$ cat src/rtl/regfile_wb_arbiter.sv
// rtl/regfile_wb_arbiter.sv - round-robin write-back arbiter with per-register pending-write scoreboard
module regfile_wb_arbiter #(
  parameter int DBITS = 32
) (
  input  logic             clk,
  input  logic             resetN,
  input  logic             req0,
  input  logic [3:0]       rd0,
  input  logic [DBITS-1:0] data0,
  output logic             ack0,
  input  logic             req1,
  input  logic [3:0]       rd1,
  input  logic [DBITS-1:0] data1,
  output logic             ack1,
  input  logic             rsvEn,
  input  logic [3:0]       rsvReg,
  output logic             rsvReady,
  input  logic [3:0]       rs1,
  input  logic [3:0]       rs2,
  output logic             rs1Busy,
  output logic             rs2Busy,
  output logic             wrtEn,
  output logic [3:0]       wrtReg,
  output logic [DBITS-1:0] wrtData
);

  logic             prio_q;
  logic             wrt_en_q;
  logic [3:0]       wrt_reg_q;
  logic [DBITS-1:0] wrt_data_q;
  logic [1:0]       pend_q [16];
  logic [1:0]       pend_d [16];
  logic             rsv_fire;

  // Grant: a lone requester always wins; on a tie the prio port wins
  always_comb begin
    ack0 = req0 & (~req1 | ~prio_q);
    ack1 = req1 & (~req0 |  prio_q);
  end

  assign rsvReady = (pend_q[rsvReg] != 2'd3);
  assign rsv_fire = rsvEn & rsvReady;
  assign rs1Busy  = (pend_q[rs1] != 2'd0);
  assign rs2Busy  = (pend_q[rs2] != 2'd0);

  assign wrtEn    = wrt_en_q;
  assign wrtReg   = wrt_reg_q;
  assign wrtData  = wrt_data_q;

  // Scoreboard next state: reserve and commit on the same register cancel out;
  // a commit to an idle register leaves it at zero
  always_comb begin
    for (int r = 0; r < 16; r++) begin
      pend_d[r] = pend_q[r];
      if (rsv_fire && (rsvReg == 4'(r)) && !(wrt_en_q && (wrt_reg_q == 4'(r)))) begin
        pend_d[r] = pend_q[r] + 2'd1;
      end else if (wrt_en_q && (wrt_reg_q == 4'(r)) && !(rsv_fire && (rsvReg == 4'(r)))) begin
        if (pend_q[r] != 2'd0) begin
          pend_d[r] = pend_q[r] - 2'd1;
        end
      end
    end
  end

  // Priority flips away from whichever port was just granted
  always_ff @(posedge clk or negedge resetN) begin
    if (!resetN) begin
      prio_q <= 1'b0;
    end else if (ack0) begin
      prio_q <= 1'b1;
    end else if (ack1) begin
      prio_q <= 1'b0;
    end
  end

  // Output stage: launch the granted write; address/data hold when idle
  always_ff @(posedge clk or negedge resetN) begin
    if (!resetN) begin
      wrt_en_q   <= 1'b0;
      wrt_reg_q  <= 4'd0;
      wrt_data_q <= '0;
    end else begin
      wrt_en_q <= ack0 | ack1;
      if (ack0) begin
        wrt_reg_q  <= rd0;
        wrt_data_q <= data0;
      end else if (ack1) begin
        wrt_reg_q  <= rd1;
        wrt_data_q <= data1;
      end
    end
  end

  // Pending-write counters
  always_ff @(posedge clk or negedge resetN) begin
    if (!resetN) begin
      for (int r = 0; r < 16; r++) begin
        pend_q[r] <= 2'd0;
      end
    end else begin
      for (int r = 0; r < 16; r++) begin
        pend_q[r] <= pend_d[r];
      end
    end
  end

endmodule

$ cat config.mk
export PLATFORM = sky130hd
export DESIGN_NAME = regfile_wb_arbiter
export DESIGN_NICKNAME = d
export VERILOG_FILES = /design/src/rtl/regfile_wb_arbiter.sv
export SDC_FILE = /design/constraint.sdc
export NUM_CORES = 1
export LEC_CHECK = 0
export CORE_MARGIN = 2
export CORE_UTILIZATION = 54
export CTS_BUF_LIST = sky130_fd_sc_hd__clkbuf_8
export CTS_CLUSTER_SIZE = 20
export DETAILED_ROUTE_END_ITERATION = 8
export GPL_TIMING_DRIVEN = 0
export PLACE_DENSITY = 0.89
export SYNTH_ARGS = -nofsm -noshare
export SYNTH_HDL_FRONTEND = slang
export SYNTH_SLANG_ARGS = --single-unit
$ cat constraint.sdc
create_clock -name clk -period 2.9 [get_ports clk]
set_input_delay 0.58 -clock clk [delete_from_list [all_inputs] [get_ports clk]]
set_output_delay 0.58 -clock clk [all_outputs]
set_load 0.01 [all_outputs]
# After elaboration in Yosys (flattened, before gate mapping)
# Cells that the tools add are included.
# word_totals
ff_bits	70
input_bits	89
output_inout_bits	42
elab_cells	326
# classes
add_sub_neg	32
n_lt_le_gt_ge	3
eq_ne	31
n_mux	63
bitwise	12
n_reduce_logical	165
# op_table
op	count
2-bit two-way mux	54
2-bit nonzero test	51
4-bit == test (second input constant)	16
1-bit logical AND	64
32-bit two-way mux	2
2-bit by 1-bit adder with 2-bit output (second input constant)	16
4-bit by 3-bit == test with 1-bit output (second input constant)	8
1-bit zero test	32
2-bit AND reduction	16
2-bit by 1-bit subtractor with 2-bit output (second input constant)	16
2-bit binary-select mux with 4-bit select	3
4-bit by 2-bit == test with 1-bit output (second input constant)	4
5-bit >= comparator (second input constant)	3
4-bit inverter with 5-bit output	3
4-bit by 1-bit == test with 1-bit output (second input constant)	2
4-bit zero test	2
4-bit two-way mux	2
1-bit bitwise AND	3
1-bit inverter	3
1-bit OR	3
1-bit two-way mux	2
2-bit inequality test (second input constant)	1

# Logic depth before layout (Yosys ltp)
# logic_depth
ltp_word	11
ltp_mapped	8
mapped_depth_nobuf	7

# Worst setup path after synthesis
# Ideal clock, no wire load.
# synth_timing
path_kind	input-to-output
start	input rsvReg[0]
end	output rsvReady
arrival_ps	1789
required_time_ps	2320
path_slack_ps	531
path_stages	4
n_path_buf	1
path_cell_list	buf_6 > mux4_2 > mux4_2 > nand2_1
# synth_between
elab_chain_cells	5
# synth_lines
item	line	source
start: declaration	16	input logic [3:0] rsvReg,
4-bit inverter with 5-bit output (not written as such)	41	assign rsvReady = (pend_q[rsvReg] != 2'd3);
2-bit binary-select mux with 4-bit select	41	
2-bit two-way mux (not written as such) (2 in series)	41	
2-bit inequality test	41	
end: declaration	17	output logic rsvReady,
# No other way between the ends. The select of a mux whose other input is x is not followed.

# Final worst setup path
# layout_timing
start	input rs2[2]
end	output rs2Busy
# layout_between
elab_chain_cells	5
# layout_lines
item	line	source
start: declaration	19	input logic [3:0] rs2,
4-bit inverter with 5-bit output (not written as such)	44	assign rs2Busy = (pend_q[rs2] != 2'd0);
2-bit binary-select mux with 4-bit select	44	
2-bit two-way mux (not written as such) (2 in series)	44	
2-bit nonzero test	44	
end: declaration	21	output logic rs2Busy,
# No other way between the ends. The select of a mux whose other input is x is not followed.

==> flow_summary_export.csv <==
group,metric,value,unit
drt,first_pass_iters,6,
clocking,cts.sinks,70,
status,outcome,"completed",
grt,grt_first_pass_wirelength,21.21,mm
yosys,synthFlopType,"dfrtp_1",
clocking,cts-root-buf,"clkbuf_8",
final_layout,final_nets,769,
power,swShare,29.85,%
yosys,synth_cell_types,31,
final_layout,finalNonFillerCells,774,
yosys,ys_seq_elements,70,
sta,setup_violations,0,
yosys,synth_xor_area_share,0,%
yosys,synth_common_cells,"nor2_1 (88), dfrtp_1 (70), nand2_1 (63), o21ai_0 (48)",
final_layout,syn2layout_area_growth,39.70,%
critical_path,critPathBufInv,2,
sta,rsz0062_at_grt,"no",
yosys,yosys.area.top_type,"dfrtp_1",
drt,final_antenna_net_count,0,
critical_path,cp_max_fo,4,
yosys,synth_most_common_cell,"nor2_1",
critical_path,crit_path_start_kind,"input port",
power,p_per_area,427.0,nW/um2
drt,drt_iter0_drc,294,
yosys,synth_area,4608,um2
sta,period_share,98.17,%
clocking,numCtsBuffers,9,
sta,relSlewSlack,38.46,%
final_layout,fin_area,6437,um2
place,dp.cells,737,
yosys,async_reset_ff_share,100.0,%
sta,maxSlewViolCount,0,
place,placed_area,6038,um2
run,maxCapViolCount,0,
critical_path,critical_path.max_stage_delay,0.56,ns
critical_path,worstPathCellList,"dlygate4sd2_1 > mux4_2 > mux4_2 > dlygate4sd2_1",
sta,hold_violations,0,
yosys,synth.avg_cell_area,9.180,um2
yosys,synth-seq-area-share,38.01,%
critical_path,arrival,2.27,ns
floorplanning,die_area,9288,um2
power,power_switching,0.0008206,W
critical_path,path_class,"in2out",
critical_path,crit_path_end_kind,"primary output",
place,gp_congestion,0.9045,
power,vdd_drop_max,0.2651,mV
sta,fin_ws,0.05300,ns
floorplanning,ios,131,
drt,vias_per_cell,5.933,
critical_path,reg2reg_from,"pend_q[5]$_DFFE_PN0P_",
critical_path,timing.critical_path.from,"rs2[2]",
power,power.leakage,2.953,nW
clocking,htree_levels,3,
final_layout,drive_gt1_share,16.74,%
grt,grt_pass1_vias,4586,
yosys,syn_nets,607,
power,pwr-share-clk,31.0,%
yosys,synth_top_family_by_area,"simple AND/OR/NAND/NOR gates",
power,pwr-share-comb,27.8,%
critical_path,crit_slowest_cell,"mux4_2",
yosys,synth_cells,502,
yosys,synthAdderAreaFrac,4.344,%
yosys,synth_top_area_share,38.01,%
final_layout,num-fill-cells,534,
floorplanning,die_y,96.38,um
yosys,synth_compound_area_share,12.65,%
power,cell_internal_pwr,0.001928,W
grt,grt_antenna_before_repair,0,
sta,worst_slew_pin_slew,0.9232,ns
hold_path,hold_class,"in2async",
grt,grt_max_degree,71,
sta,tns,0,ns
yosys,yosys-mux-area-fraction,18.82,%
clocking,cts.reportedPaths.clkPinSlew,0.09,ns
drt,drc,0,
place,dpl.hpwl,9.966,mm
floorplanning,initial_core_util,55.80,%
yosys,synthSimpleGateAreaFrac,23.40,%
place,pre_cts_ws,-0.7137,ns
sta,fmax,0.3512,GHz
power,pwr-share-seq,41.2,%
floorplanning,coreArea,8258,um2
floorplanning,die_w,96.38,um
grt,grt.overflow.total,0,
critical_path,cp_top_family,"multiplexers",
critical_path,cp.required,2.32,ns
power,power.total,0.002749,W
grt,track_usage,30.01,%
drt,num_vias,4592,
sta,fin_worst_skew,0.01204,ns
yosys,yosysWarnings,0,
clocking,cts_tree,"built",
final_layout,num_antenna_cells,0,
clocking,clk_latency,0.36,ns
sta,layout_min_cycle_time,2.847,ns
yosys,synth-edff-count,0,
drt,wirelength,13.81,mm
drt,routedWlPerCell,17.84,um
floorplanning,rows,33,
place,numPortBuffers,130,
clocking,clockBufferDepth,2,
yosys,ys_top_cells_by_area,"dfrtp_1 (38%), mux2_2 (8.8%), mux4_2 (8.3%)",
-- stage by stage --
step | hold slack (ns) | util, %
finish | 0.3252 | 77.95
global route | 0.4307 | 77.95
CTS | 0.3809 | 76.86
detailed placement | 0.5569 | 73.12
global placement | 0.5298 | 73.15
floorplan | 0.2844 | -
-- routing by layer --
metal	up-vias	GRT usage, %	wire length, um
met4	0	9.507	216
li1	2110	-	-
met1	2231	34.25	5169
met2	231	53.76	7213
met5	-	0	0
met3	20	9.154	1206
-- power groups by stage --
stage               registers [W]  logic, W  clock network [W]
detailed placement        0.00116  0.000731                  0
CTS                       0.00113  0.000754           0.000852
finish                    0.00113  0.000764           0.000851
global placement          0.00115  0.000706                  0
floorplan                 0.00117  0.000315                  0
global route              0.00114  0.000822           0.000894
-- placed cells by master (no fill, tap or decap), drive strengths merged, types with 2 or more instances in the layout --
master | Yosys | final
a211o | 4 | 4
nor2b | 33 | 33
ha | 16 | 16
nor2 | 88 | 88
clkbuf | 11 | 20
nand3b | 2 | 2
o21ai | 48 | 48
nand2 | 63 | 63
a31oi | 9 | 9
o22ai | 36 | 36
nor3b | 17 | 17
mux2 | 36 | 36
or2 | 17 | 17
mux4 | 20 | 20
buf | 7 | 32
clkdlybuf4s50 | 0 | 121
dlygate4sd2 | 0 | 4
nand3 | 5 | 5
dfrtp | 70 | 70
inv | 13 | 14
clkdlybuf4s15 | 0 | 2
clkinv | 0 | 2
-- area by class of cell --
class | instances | area (um2) | area share (%)
Timing Repair Buffer | 153 | 1465 | 22.76
Sequential cell | 70 | 1758 | 27.31
Clock inverter | 5 | 56.30 | 0.8746
Inverter | 13 | 48.80 | 0.7580
Multi-Input combinational cell | 401 | 2729 | 42.39
Tap cell | 105 | 131.4 | 2.041
Buffer | 16 | 97.59 | 1.516
Clock buffer | 11 | 151.4 | 2.352
-- flip-flops by register name, indices dropped and copies added, names as in the netlist --
name,count
prio_q,1
wrtData,32
pend_q,32
wrtReg,4
wrtEn,1
-- final timing paths --
| check | to | slack (ns) | cells after the start |
|---|---|---|---|
| worst max-delay path | rs2Busy | 0.05 | 4 |
| worst min-delay path | pend_q[6]$_DFFE_PN0P_ | 0.33 | 1 |
| worst max register to register | pend_q[7]$_DFFE_PN0P_ | 0.53 | 9 |
| worst min register to register | pend_q[15]$_DFFE_PN0P_ | 0.57 | 2 |
| max in group asynchronous | pend_q[31]$_DFFE_PN0P_ | 1.88 | 1 |
| min in group clk | pend_q[15]$_DFFE_PN0P_ | 0.57 | 2 |
-- logic make-up after synthesis --
group | after synthesis
AO/OA/AOI/OAI | 100
adder cells (fa/ha/maj) | 16
buffers and inverters | 31
flip-flops | 70
multiplexers | 56
AND/OR/NAND/NOR | 229
-- what timing repair did --
item	4_1_cts	5_1_grt
endpoints found under the setup margin	5	4
resized for setup	20	9
setup buffers	12	11
hold buffers	0	0
(Power assumes the default switching activity.)
